### src/rtl/entrada_base_bin.sv
// entrada_base_bin
// Sequential digit-entry converter. Accepts one 4-bit digit per valid/ready
// handshake in the selected base (decimal, octal or hex) and accumulates a
// binary operand. `confirmar` publishes the result, saturated to 8 bits, and
// `limpar` aborts the entry in progress.
//
// Ports:
//   clk           system clock, rising edge
//   rst_n         asynchronous active-low reset
//   sel[1:0]      base select: 01=dec, 10=hex, 11=oct, 00=no base
//   digito[3:0]   offered digit value
//   digito_valid  digit offered this cycle
//   digito_ready  digit consumed when valid && ready
//   limpar        abort entry, clear accumulator
//   confirmar     end entry, publish result
//   valor[7:0]    committed (saturated) result
//   valor_valid   one-cycle pulse while the new result is published
//   valor_vivo    low 8 bits of the running accumulator
//   overflow      committed result exceeded 255
//   erro_digito   one-cycle pulse: offered digit was rejected
//   num_dig[1:0]  digits accepted in the current entry
//
// state     | meaning
// ENTRADA   | collecting digits, waiting for confirmar
// CONCLUIDO | result published this cycle (valor_valid high), back next cycle
module entrada_base_bin #(
   parameter int MAX_DIG_DEC = 3,
   parameter int MAX_DIG_OC  = 3,
   parameter int MAX_DIG_HEX = 2
) (
   input  logic       clk,
   input  logic       rst_n,
   input  logic [1:0] sel,
   input  logic [3:0] digito,
   input  logic       digito_valid,
   output logic       digito_ready,
   input  logic       limpar,
   input  logic       confirmar,
   output logic [7:0] valor,
   output logic       valor_valid,
   output logic [7:0] valor_vivo,
   output logic       overflow,
   output logic       erro_digito,
   output logic [1:0] num_dig
);

   localparam logic [1:0] LP_MAX_DEC = 2'(MAX_DIG_DEC);
   localparam logic [1:0] LP_MAX_OC  = 2'(MAX_DIG_OC);
   localparam logic [1:0] LP_MAX_HEX = 2'(MAX_DIG_HEX);

   typedef enum logic {ENTRADA = 1'b0, CONCLUIDO = 1'b1} estado_t;

   estado_t     r_estado;
   logic [9:0]  r_acc;
   logic [1:0]  r_num_dig;
   logic [1:0]  r_sel_lck;
   logic [7:0]  r_valor;
   logic        r_valor_valid;
   logic        r_overflow;
   logic        r_erro;

   logic        w_ready;
   logic [1:0]  w_sel_ef;
   logic [4:0]  w_base;
   logic [1:0]  w_max;
   logic [9:0]  w_acc_mul;
   logic [9:0]  w_acc_nxt;
   logic        w_rejeita;

   assign w_ready = (r_estado == ENTRADA) && !limpar && !confirmar;

   // Until the first digit is accepted the live sel applies; afterwards the
   // base captured with that first digit is used.
   assign w_sel_ef = (r_num_dig == 2'd0) ? sel : r_sel_lck;

   // Digit limits keep the accumulator within 999, so the truncated shifts
   // below never lose significant bits.
   always_comb begin
      w_base    = 5'd0;
      w_max     = 2'd0;
      w_acc_mul = 10'd0;
      case (w_sel_ef)
         2'b01: begin
            w_base    = 5'd10;
            w_max     = LP_MAX_DEC;
            w_acc_mul = {r_acc[6:0], 3'b000} + {r_acc[8:0], 1'b0};
         end
         2'b10: begin
            w_base    = 5'd16;
            w_max     = LP_MAX_HEX;
            w_acc_mul = {r_acc[5:0], 4'b0000};
         end
         2'b11: begin
            w_base    = 5'd8;
            w_max     = LP_MAX_OC;
            w_acc_mul = {r_acc[6:0], 3'b000};
         end
         default: begin
            w_base    = 5'd0;
            w_max     = 2'd0;
            w_acc_mul = 10'd0;
         end
      endcase
   end

   assign w_acc_nxt = w_acc_mul + {6'd0, digito};
   assign w_rejeita = (w_base == 5'd0) || ({1'b0, digito} >= w_base)
                      || (r_num_dig >= w_max);

   always_ff @(posedge clk or negedge rst_n) begin
      if (!rst_n) begin
         r_estado      <= ENTRADA;
         r_acc         <= 10'd0;
         r_num_dig     <= 2'd0;
         r_sel_lck     <= 2'b00;
         r_valor       <= 8'd0;
         r_valor_valid <= 1'b0;
         r_overflow    <= 1'b0;
         r_erro        <= 1'b0;
      end else begin
         r_valor_valid <= 1'b0;
         r_erro        <= 1'b0;
         if (limpar) begin
            r_estado  <= ENTRADA;
            r_acc     <= 10'd0;
            r_num_dig <= 2'd0;
            r_sel_lck <= 2'b00;
         end else if (r_estado == CONCLUIDO) begin
            r_estado <= ENTRADA;
         end else if (confirmar) begin
            r_valor       <= (r_acc > 10'd255) ? 8'hFF : r_acc[7:0];
            r_overflow    <= (r_acc > 10'd255);
            r_valor_valid <= 1'b1;
            r_estado      <= CONCLUIDO;
            r_acc         <= 10'd0;
            r_num_dig     <= 2'd0;
            r_sel_lck     <= 2'b00;
         end else if (digito_valid) begin
            if (w_rejeita) begin
               r_erro <= 1'b1;
            end else begin
               if (r_num_dig == 2'd0) begin
                  r_sel_lck <= sel;
               end
               r_acc     <= w_acc_nxt;
               r_num_dig <= r_num_dig + 2'd1;
            end
         end
      end
   end

   assign digito_ready = w_ready;
   assign valor        = r_valor;
   assign valor_valid  = r_valor_valid;
   assign valor_vivo   = r_acc[7:0];
   assign overflow     = r_overflow;
   assign erro_digito  = r_erro;
   assign num_dig      = r_num_dig;

endmodule

### config.mk
export PLATFORM = sky130hd
export DESIGN_NAME = entrada_base_bin
export DESIGN_NICKNAME = d
export VERILOG_FILES = /design/src/rtl/entrada_base_bin.sv
export SDC_FILE = /design/constraint.sdc
export NUM_CORES = 1
export LEC_CHECK = 0
export ABC_AREA = 0
export CAP_MARGIN = 0
export CORE_MARGIN = 4
export CORE_UTILIZATION = 35
export CTS_BUF_LIST = sky130_fd_sc_hd__clkbuf_8
export DETAILED_ROUTE_END_ITERATION = 8
export GPL_TIMING_DRIVEN = 0
export REMOVE_ABC_BUFFERS = 1
export SYNTH_ARGS = -nofsm -noshare
export SYNTH_HDL_FRONTEND = slang
export SYNTH_SLANG_ARGS = --single-unit
export TNS_END_PERCENT = 1
### constraint.sdc
create_clock -name clk -period 7 [get_ports clk]
set_input_delay 1.4 -clock clk [delete_from_list [all_inputs] [get_ports clk]]
set_output_delay 1.4 -clock clk [all_outputs]
set_load 0.03 [all_outputs]
==> impl_metrics.yaml <==
drt:
  vias: 1609
  drc_errors: 0
  vias_per_cell: 5.346
  drt_iter0_markers: 73
  dr.pass1.iters: 5
  drt-wirelength-per-cell_um: 14.74
  ant_nets: 0
  totalWireLength_mm: 4.438
worst_setup_path:
  worstSetupPathDepth: 13
  critPathArrivalTime_ns: 5.22
  startpoint: "sel[0]"
  cp_top_family: "buffers and inverters"
  worstPathMaxFanout: 12
  end_kind: "register"
  startpoint_type: "primary input"
  r2r-start: "num_dig[0]"
  crit_buf_inv: 3
  slowest_delay_ns: 0.85
  cp_slowest_cell: "mux2i_1"
  rr_worst_depth: 14
  endpoint: "r_acc[5]"
  criticalPathCategory: "in2reg"
  worst_ep_required_time_ns: 7.16
  timing.rr.end: "r_acc[5]"
  path_cells: "clkdlybuf4s50_1 > mux2i_1 > clkinv_1 > and3_1 > ha_1 > inv_1 > fa_1 > nor2b_1 > or2_2 > and3_1 > o31ai_1 > o31ai_1 > a32o_1"
  regToRegSetupSlack_ns: 2.64
cells_and_area:
  layout_common_cells: "32 x clkdlybuf4s50_1, 25 x dfrtp_1, 24 x nor2_1"
  syn_to_final_growth_pct: 20.24
  nets: 259
  layout_commonest_cell: "clkdlybuf4s50_1"
  drive_above_1_share: 0.06494
  diodes: 0
  fillers: 510
floorplan:
  die_w_um: 81.52
  core_area_um2: 5172
  boundaryPins: 33
  start_util: 0.3657
  die-area_um2: 6646
  row_count: 26
  die_h_um: 81.52
sta:
  fmax_ghz: 0.1978
  fin_crit_sh: 0.7221
  timing.final.ws_setup_ns: 1.945
  slew_headroom: 0.2633
  finClkSkew_ns: 0.004082
  hold_violations: 0
  tightest_slew_ns: 1.074
  setup_viol: 0
  setup_tns_ns: 0
  finalMaxSlewViolations: 0
  min_period_ns: 5.055
  rsz0062_at_grt: "no"
grt:
  grt_pass1_wl_mm: 7.569
  grt_start_max_net_pins: 26
  grt-ovfl-total: 0
  grt_pass1_vias: 1557
  gr-usage-all-layers: 0.1445
  antenna_found_initial: 0
logic_synthesis:
  yosys.area_share.simple: 0.1792
  synth-async-reset-ratio: 1.000
  ys_seq_area_frac: 0.3307
  syn-cell-area_um2: 1892
  synth_xor_area_frac: 0.02315
  synth_top_family_by_area: "compound AO/OA/AOI/OAI gates"
  synth_fa_ha_area_frac: 0.1138
  ys_ff_latch: 25
  synthFlopType: "dfrtp_1"
  synth_cells: 209
  synth_edf_count: 0
  synth_compound_area_frac: 0.2348
  synth_mux_area_frac: 0.05225
  synth_cell_types: 46
  yosys_warnings: 0
  syn_avg_cell_area_um2: 9.052
hold_path:
  hold_class: "reg2reg"
  whs_path_depth: 1
cts:
  cts.sinks: 25
  htree_levels: 1
  post-cts-setup-buffer-count: 0
  cts-root-buf: "clkbuf_8"
  path_clk_slew_ns: 0.09
  cts_buffer_depth: 2
  hold_buffers: 0
  insertion_delay_ns: 0.27
  cts_tree: "built"
  cts_resized: 0
  cts_inserted_buffers: 3
placement:
  pre_cts_ws_ns: 1.631
  place_congestion: 0.7253
  dp_hpwl_mm: 3.281
  port_buffers: 32
power_and_ir_drop:
  power.density_nw_per_um2: 147.0
  p_leak_uw: 0.001023
  finalPower_uw: 334.4
  ir_drop_uv: 73.43
outcome:
  status: "finished clean"
flow_run:
  drv_cap: 0
[sequential cells by signal (all words and copies together) (netlist names)]
register,cells
erro_digito,1
num_dig,2
overflow,1
r_acc,10
r_sel_lck,2
valor,8
valor_valid,1
[cell usage after synthesis, types with 3 or more instances]
cell       n  area (um^2)
dfrtp_1   25        625.6
nor2_1    24        90.09
a21oi_1   16        80.08
ha_1      14        175.2
nand2_1   14        52.55
inv_1     10        37.54
a22o_1     9        78.83
buf_4      8        60.06
a21o_1     5        37.54
a31oi_1    5        31.28
a32o_1     5        50.05
and3_1     5        31.28
clkbuf_1   5        18.77
mux2i_1    5        50.05
o21ai_0    5        25.02
a211oi_1   4        30.03
o31ai_1    4        30.03
xor2_1     4        35.03
mux2_2     3        33.78
nand2b_1   3        18.77
nand4_1    3        18.77
nor2b_1    3        18.77
or2_2      3        18.77
[layout make-up]
class | instances | area (um^2) | share of cell area
Multi-Input combinational cell | 159 | 1154 | 0.5072
Sequential cell | 25 | 625.6 | 0.2750
Timing Repair Buffer | 32 | 320.3 | 0.1408
Tap cell | 70 | 87.58 | 0.03850
Clock buffer | 3 | 41.29 | 0.01815
Inverter | 11 | 41.29 | 0.01815
Clock inverter | 1 | 5.005 | 0.002200
[layer usage]
metal,vias to the layer above,global-route usage,wire [um]
met5,-,0,0
met2,42,0.2378,2036
li1,816,-,-
met3,7,0.01754,212
met1,744,0.1939,2111
met4,0,0.05236,77
[power breakdown]
| part | switching (uW) | internal, uW | total (uW) |
|---|---|---|---|
| Combinational | 52.2 | 36.1 | 88.3 |
| Sequential | 7.02 | 153 | 160 |
| Clock | 46.1 | 39.9 | 86.0 |
| Total | 105 | 229 | 334 |
[metrics by stage]
step	utilization	cells	hold WS [ns]	area (um^2)
after CTS	0.4383	301	0.5031	2267
final	0.4398	301	0.5030	2275
after floorplan	-	195	0.4577	1808
after global placement	0.4284	297	0.4733	2216
after detailed placement	0.4294	297	0.4822	2221
after global routing	0.4398	301	0.5361	2275
[how the worst min path moves through the flow]
stage	startpoint	endpoint	slack (ns)
floorplan	r_acc[9]	r_acc[9]	0.46
global placement	r_acc[9]	r_acc[9]	0.47
detailed placement	r_acc[9]	r_acc[9]	0.48
CTS	r_acc[9]	r_acc[9]	0.50
global route	overflow	overflow	0.54
finish	r_acc[9]	r_acc[9]	0.50
[kinds of logic (layout without fill, tap and decap cells)]
kind of cell	after synthesis	count (layout)
flip-flops	25	25
multiplexers	9	9
adder cells (fa/ha/maj)	16	16
AO/OA/AOI/OAI	62	62
AND/OR/NAND/NOR	67	67
XOR/XNOR	5	5
buffers and inverters	25	47
[worst register-to-register path: cells and delay by family, from the launching register on]
family                     cells  cell delay, ns
AOI/OAI and AO/OA              3            0.62
adders and majority gates      3            0.69
buffers and inverters          3            0.73
DFF                            1            0.39
muxes                          1            0.92
and+or+nand+nor                4            0.90
No activity file was read; power rests on OpenSTA's default activity.
